## src/rtl/regfile_pkg.sv

```systemverilog
// regfile_pkg: shared default widths and the hard-wired zero register predicate
package regfile_pkg;
    localparam int DATA_W = 32;
    localparam int ADDR_W = 5;
    localparam int PEND_W = 2;
    function automatic logic is_zero_reg(input int zr, input int unsigned r);
        return (zr != 0) && (r == 0);
    endfunction
endpackage

```

## src/rtl/regfile_bypass_scoreboard_if.sv

```systemverilog
// regfile_bypass_scoreboard_if: decode/writeback bus of the register file
// master: decode + writeback side (drives addresses, writes, issues, flush)
// slave:  register file (returns read data, busy flags, issue_stall, sb_err)
interface regfile_bypass_scoreboard_if #(
    parameter int DATA_W = regfile_pkg::DATA_W,
    parameter int ADDR_W = regfile_pkg::ADDR_W
);
    logic [ADDR_W-1:0]        rd_addr1, rd_addr2, wr_addr, issue_addr;
    logic signed [DATA_W-1:0] rd_data1, rd_data2;
    logic [DATA_W-1:0]        wr_data;
    logic                     rd_busy1, rd_busy2, wr_en, issue_en, issue_stall, flush, sb_err;
    modport master (
        output rd_addr1, rd_addr2, wr_en, wr_addr, wr_data, issue_en, issue_addr, flush,
        input  rd_data1, rd_data2, rd_busy1, rd_busy2, issue_stall, sb_err
    );
    modport slave (
        input  rd_addr1, rd_addr2, wr_en, wr_addr, wr_data, issue_en, issue_addr, flush,
        output rd_data1, rd_data2, rd_busy1, rd_busy2, issue_stall, sb_err
    );
endinterface

```

## src/rtl/pend_counter.sv

```systemverilog
// pend_counter: saturating pending-write counter for one register
// inc_i/dec_i: issue/retire, clr_i: flush; nonzero_o, full_o, underflow_o (retire on empty)
module pend_counter #(
    parameter int PEND_W = regfile_pkg::PEND_W
) (
    input  logic clk,
    input  logic rst,
    input  logic inc_i,
    input  logic dec_i,
    input  logic clr_i,
    output logic nonzero_o,
    output logic full_o,
    output logic underflow_o
);
    logic [PEND_W-1:0] cnt_q, cnt_d;
    assign nonzero_o   = |cnt_q;
    assign full_o      = &cnt_q;
    assign underflow_o = dec_i && !inc_i && !nonzero_o;
    always_comb
        cnt_d = clr_i                          ? '0 :
                (inc_i && !dec_i && !full_o)   ? cnt_q + 1'b1 :
                (dec_i && !inc_i && nonzero_o) ? cnt_q - 1'b1 : cnt_q;
    always_ff @(posedge clk)
        cnt_q <= rst ? '0 : cnt_d;
endmodule

```

## src/rtl/regfile_bypass_scoreboard.sv

```systemverilog
// regfile_bypass_scoreboard: dual-read register file with write bypass and RAW scoreboard
// clk/rst: clock and sync active-high reset; rf: slave side of the decode/writeback bus
module regfile_bypass_scoreboard #(
    parameter int DATA_W   = regfile_pkg::DATA_W,
    parameter int ADDR_W   = regfile_pkg::ADDR_W,
    parameter int PEND_W   = regfile_pkg::PEND_W,
    parameter int ZERO_REG = 1
) (
    input logic clk,
    input logic rst,
    regfile_bypass_scoreboard_if.slave rf
);
    import regfile_pkg::*;
    localparam int NUM_REGS = 2 ** ADDR_W;
    logic [DATA_W-1:0]   regs_q [NUM_REGS];
    logic [NUM_REGS-1:0] nz, full, uf;
    logic                sb_err_q, sb_err_d;
    assign rf.rd_data1 = is_zero_reg(ZERO_REG, 32'(rf.rd_addr1)) ? '0 :
                         (rf.wr_en && rf.wr_addr == rf.rd_addr1) ? rf.wr_data : regs_q[rf.rd_addr1];
    assign rf.rd_data2 = is_zero_reg(ZERO_REG, 32'(rf.rd_addr2)) ? '0 :
                         (rf.wr_en && rf.wr_addr == rf.rd_addr2) ? rf.wr_data : regs_q[rf.rd_addr2];
    // zero register never increments, so its counter stays at 0 and busy reads low
    assign rf.rd_busy1    = nz[rf.rd_addr1];
    assign rf.rd_busy2    = nz[rf.rd_addr2];
    assign rf.issue_stall = rf.issue_en && full[rf.issue_addr];
    assign rf.sb_err      = sb_err_q;
    for (genvar r = 0; r < NUM_REGS; r++) begin : g_reg
        localparam bit Z = is_zero_reg(ZERO_REG, r);
        pend_counter #(.PEND_W(PEND_W)) u_pend (
            .clk         (clk),
            .rst         (rst),
            .inc_i       (!Z && rf.issue_en && !rf.issue_stall && rf.issue_addr == ADDR_W'(r)),
            .dec_i       (!Z && rf.wr_en && rf.wr_addr == ADDR_W'(r)),
            .clr_i       (rf.flush),
            .nonzero_o   (nz[r]),
            .full_o      (full[r]),
            .underflow_o (uf[r])
        );
    end
    always_comb sb_err_d = sb_err_q || (|uf);
    always_ff @(posedge clk) begin
        if (rst) begin
            for (int i = 0; i < NUM_REGS; i++) regs_q[i] <= '0;
            sb_err_q <= 1'b0;
        end else begin
            if (rf.wr_en && !is_zero_reg(ZERO_REG, 32'(rf.wr_addr))) regs_q[rf.wr_addr] <= rf.wr_data;
            sb_err_q <= sb_err_d;
        end
    end
endmodule

```

## src/flat_wrapper.sv

```systemverilog
// flat-port wrapper written by rule: the top's interface ports become plain ports
module regfile_bypass_scoreboard_flat import regfile_pkg::*;
#(
    parameter int DATA_W   = regfile_pkg::DATA_W,
    parameter int ADDR_W   = regfile_pkg::ADDR_W,
    parameter int PEND_W   = regfile_pkg::PEND_W,
    parameter int ZERO_REG = 1
)
  (clk, rst, rf_rd_addr1, rf_rd_addr2, rf_wr_en, rf_wr_addr, rf_wr_data, rf_issue_en, rf_issue_addr, rf_flush, rf_rd_data1, rf_rd_data2, rf_rd_busy1, rf_rd_busy2, rf_issue_stall, rf_sb_err);
  regfile_bypass_scoreboard_if #(.DATA_W(DATA_W), .ADDR_W(ADDR_W)) rf_i ();
  input logic clk;
  input logic rst;
  input wire logic [$bits(rf_i.rd_addr1)-1:0] rf_rd_addr1;
  input wire logic [$bits(rf_i.rd_addr2)-1:0] rf_rd_addr2;
  input wire logic [$bits(rf_i.wr_en)-1:0] rf_wr_en;
  input wire logic [$bits(rf_i.wr_addr)-1:0] rf_wr_addr;
  input wire logic [$bits(rf_i.wr_data)-1:0] rf_wr_data;
  input wire logic [$bits(rf_i.issue_en)-1:0] rf_issue_en;
  input wire logic [$bits(rf_i.issue_addr)-1:0] rf_issue_addr;
  input wire logic [$bits(rf_i.flush)-1:0] rf_flush;
  output wire logic [$bits(rf_i.rd_data1)-1:0] rf_rd_data1;
  output wire logic [$bits(rf_i.rd_data2)-1:0] rf_rd_data2;
  output wire logic [$bits(rf_i.rd_busy1)-1:0] rf_rd_busy1;
  output wire logic [$bits(rf_i.rd_busy2)-1:0] rf_rd_busy2;
  output wire logic [$bits(rf_i.issue_stall)-1:0] rf_issue_stall;
  output wire logic [$bits(rf_i.sb_err)-1:0] rf_sb_err;
  assign rf_i.rd_addr1 = rf_rd_addr1;
  assign rf_i.rd_addr2 = rf_rd_addr2;
  assign rf_i.wr_en = rf_wr_en;
  assign rf_i.wr_addr = rf_wr_addr;
  assign rf_i.wr_data = rf_wr_data;
  assign rf_i.issue_en = rf_issue_en;
  assign rf_i.issue_addr = rf_issue_addr;
  assign rf_i.flush = rf_flush;
  assign rf_rd_data1 = rf_i.rd_data1;
  assign rf_rd_data2 = rf_i.rd_data2;
  assign rf_rd_busy1 = rf_i.rd_busy1;
  assign rf_rd_busy2 = rf_i.rd_busy2;
  assign rf_issue_stall = rf_i.issue_stall;
  assign rf_sb_err = rf_i.sb_err;
  regfile_bypass_scoreboard #(.DATA_W(DATA_W), .ADDR_W(ADDR_W), .PEND_W(PEND_W), .ZERO_REG(ZERO_REG)) u_core (.clk(clk), .rst(rst), .rf(rf_i));
endmodule
```

## config.mk

```make
export PLATFORM = sky130hd
export DESIGN_NAME = regfile_bypass_scoreboard_flat
export DESIGN_NICKNAME = d
export VERILOG_FILES = /design/src/rtl/regfile_pkg.sv /design/src/rtl/regfile_bypass_scoreboard_if.sv /design/src/rtl/pend_counter.sv /design/src/rtl/regfile_bypass_scoreboard.sv /design/src/flat_wrapper.sv
export SDC_FILE = /design/constraint.sdc
export NUM_CORES = 2
export LEC_CHECK = 0
export BUFFER_PORTS_ARGS = -buffer_cell sky130_fd_sc_hd__buf_2
export CAP_MARGIN = 20
export CORE_ASPECT_RATIO = 0.5
export CORE_MARGIN = 4
export CORE_UTILIZATION = 50
export CTS_BUF_LIST = sky130_fd_sc_hd__clkbuf_16
export DETAILED_ROUTE_END_ITERATION = 12
export PLACE_DENSITY = 0.7
export SYNTH_ARGS = -nofsm -noshare
export SYNTH_HDL_FRONTEND = slang
export SYNTH_HIERARCHICAL = 1
export SYNTH_SLANG_ARGS = --single-unit
```

## constraint.sdc

```tcl
create_clock -name clk -period 2.7 [get_ports clk]
set_input_delay 0.135 -clock clk [delete_from_list [all_inputs] [get_ports clk]]
set_output_delay 0.135 -clock clk [all_outputs]
set_load 0.01 [all_outputs]
```

==> metrics.txt <==
Avg Cell Area, Syn=approximately 14 µm²; Synth Instances=4254; total gr overflow=0; DIE AREA=0.128 mm²; CP endpoint kind=flop; synth warn=6; starting density of the core=0.505; CP max stage delay=around 0.54 ns; Placer Congestion=between 0.8 and 0.9; Design Area, Final=about 0.073 mm²; final layout net count=about 4700; Achievable Freq=slightly above 0.3 GHz; ranking of synthesized cells by area=edfxtp_1 50%, mux4_2 20%, and2_1 11%; RSZ-0062 raised after global routing=yes; Setup violations, final=between 60 and 70; Crit Path Class=reg2reg; htree depth=3; dpl cell area=0.0671 mm²; Die W=502 µm; largest net degree at the start of global routing=55; post-DP HPWL=134000 µm; actual slew at the worst max-slew pin=1.20 ns; Die H=255 µm; Initial DRT Pass Iterations=6; footprint of the multi-input gates=0.0291 mm²; dominant cell by count in the synthesized netlist=and2_1; Rel. slew slack=0.199; first-pass GRT wire length=299000 µm; crit path DAT=between 3 and 4 ns; Worst-Skew Late Latency=between 0.7 and 0.8 ns; placed insts=approximately 6000; HP Class=in2reg; Layout Utilization=0.601; post-synth top area share=0.503; via count=between 40000 and 50000; Reg area=~0.032 mm²; post-synthesis sequential area ratio=0.525; initial antenna violation count=22; final wirelength=between 200000 and 250000 µm; vias per std cell=~6.7; critical path startpoint category=flop; slowest CP cell=mux4_2; maxcap violations=0; Tcrit/Tclk final=1.22; post-route ant nets=0; Worst Slack Setup Final=-0.581 ns; Synth top cells by count=1026 x and2_1, 1024 x edfxtp_1, 553 x mux4_2; max-slew violations=0; core area=between 0.1 and 0.15 mm²; cell chain of the critical path=and2_1 > mux4_2 > mux4_2 > nor2_4 > nand2_2 > nor2_1 > or2b_2 > nor2_1 > nor4_4 > nand4_1 > nor4_4 > a21oi_1; Tmin final=roughly 3.3 ns; Initial DRC Count=6365; Cell Rows=90; Area growth syn-to-layout=18.9%; power consumption=approximately 41 mW; status=finished with violations; clock sink total=1089; Leak=between 20 and 30 nW; Distinct cells, synth=55; clock skew after layout=between 0.015 and 0.02 ns; Post-Layout Cell Count=6350; Total GRT Usage=0.326; Post-synth EDFFs=slightly above 1000; layout cells sized above 1=0.389; Fill cells=8969; WL per Instance=~33 µm; CTS Buffer Depth=3; PwrDens=571 mW/mm²; number of global-route vias before repair=42440; # DRC=0; leading area contributor after synthesis=edfxtp_1; Post-Syn Area=a little over 0.06 mm²; clk slew on worst S/H paths=around 0.06 ns; Root Driver=clkbuf_16; final hold vios=0; synthesized flop and latch total=approximately 1100; Worst EP required=between 3 and 4 ns; Buffers on Ports=~120; async set-or-reset flop fraction in the synthesized netlist=0; CTS tree=done; crit-path max FO=4; Peak VDD IR=~0.00061 V; # IOs=~130; failing checks=setup timing; dominant synthesized flop cell=edfxtp_1; Num CTS Buffers=a little over 100
## metrics by stage
stage               setup WS (ns)  TNS [ns]  hold WS, ns
finish                     -0.581     -6.85       0.0346
global placement           -0.880     -7.86        0.483
global route               -0.664    -13.18       0.0383
CTS                        -0.563     -4.83   0.00000427
detailed placement         -0.946    -13.10        0.504
floorplan                  -0.171    -0.171        0.200
## final timing paths
path	startpoint	to	slack, ns	cells past startpoint
max reg2reg	u_core/g_reg[15].u_pend/cnt_q[1]$_SDFFE_PP0P_	u_core/rf.sb_err$_SDFF_PP0_	-0.58	12
max	u_core/g_reg[15].u_pend/cnt_q[1]$_SDFFE_PP0P_	u_core/rf.sb_err$_SDFF_PP0_	-0.58	12
min reg2reg	u_core/g_reg[12].u_pend/cnt_q[1]$_SDFFE_PP0P_	u_core/g_reg[12].u_pend/cnt_q[1]$_SDFFE_PP0P_	0.51	2
min	rf_flush	u_core/g_reg[25].u_pend/cnt_q[0]$_SDFFE_PP0P_	0.03	2
## metal layers
layer,vias to the layer above,part of all wire,global-route usage
met5,-,0.00080,0.00506
met4,13,0.050,0.143
met3,632,0.15,0.111
met2,3417,0.45,0.495
met1,21727,0.36,0.431
li1,16976,-,-
## state kept, by name (all words and copies together), names as in the netlist
signal,count
u_core/rf.sb_err,1
u_core/g.u_pend/cnt_q,64
u_core/regs_q,1024
## where the power goes
group	switching, mW	total (mW)	internal (mW)	leakage, nW
clock	6.88	15.6	8.70	1.78
sequential	0.460	19.8	19.3	10.3
combinational	3.34	6.10	2.76	13.5
## cells in the final DEF (no fill, tap or decap), types with 14 or more instances in the layout
cell type / Yosys / layout
a211oi_1: 57 / 44
a211oi_2: 32 / 43
a221oi_1: 19 / 16
a22o_1: 21 / 21
and2_1: 1026 / 1020
and2_2: 32 / 31
and2b_1: 32 / 31
buf_12: 0 / 87
buf_2: 65 / 105
buf_4: 26 / 381
buf_6: 15 / 47
bufinv_16: 0 / 17
clkbuf_16: 0 / 104
clkinv_1: 0 / 20
clkinv_2: 0 / 26
conb_1: 1 / 41
dfxtp_1: 65 / 56
diode_2: 0 / 16
edfxtp_1: 1024 / 1024
mux2_2: 101 / 77
mux2_4: 0 / 24
mux2i_1: 117 / 110
mux4_2: 553 / 553
nand2_1: 122 / 115
nor2_1: 147 / 72
nor2_2: 1 / 16
nor2_4: 0 / 60
nor2b_1: 43 / 34
nor3_2: 0 / 16
nor3b_1: 38 / 37
o21ai_1: 69 / 66
o22ai_1: 46 / 23
o31ai_2: 0 / 15
o31ai_4: 0 / 14
or2_2: 63 / 39
or2_4: 0 / 24
or2b_2: 32 / 27
xnor2_1: 42 / 41
## layout make-up
| type | instances | share of cell area |
|---|---|---|
| antenna | 16 | 0.000551 |
| tap | 1610 | 0.0277 |
| sequential | 1089 | 0.441 |
| multi-input combinational | 2805 | 0.401 |
| timing repair buffer | 634 | 0.0801 |
| clock buffer | 104 | 0.0358 |
| clock inverter | 90 | 0.0132 |
| inverter | 2 | 0.000103 |
## kinds of logic (layout without fill, tap and decap cells)
logic type,after synthesis,in the layout,share of synthesized area
and+or+nand+nor,1627,1627,0.159
DFF,1089,1089,0.525
muxes,771,771,0.242
buffers and inverters,400,830,0.0294
AOI/OAI and AO/OA,324,324,0.0394
xor gates and xnor gates,42,42,0.00602
other,1,57,0.0000614
## repair_timing
action / in CTS / in global routing
hold buffers: 9 / 0
resized for setup: 207 / 163
setup endpoints to repair: 86 / 128
buffers inserted: 25 / 18
pin swaps: 55 / 79
endpoints found under the hold margin: 120 / 0
## worst max-delay path, delay by kind of cell (launching register included)
kind,cells,cell delay (ns)
and+or+nand+nor,9,1.64
muxes,2,1.06
DFF,1,0.32
AOI/OAI and AO/OA,1,0.10
Power figures use the tool's default switching activity.
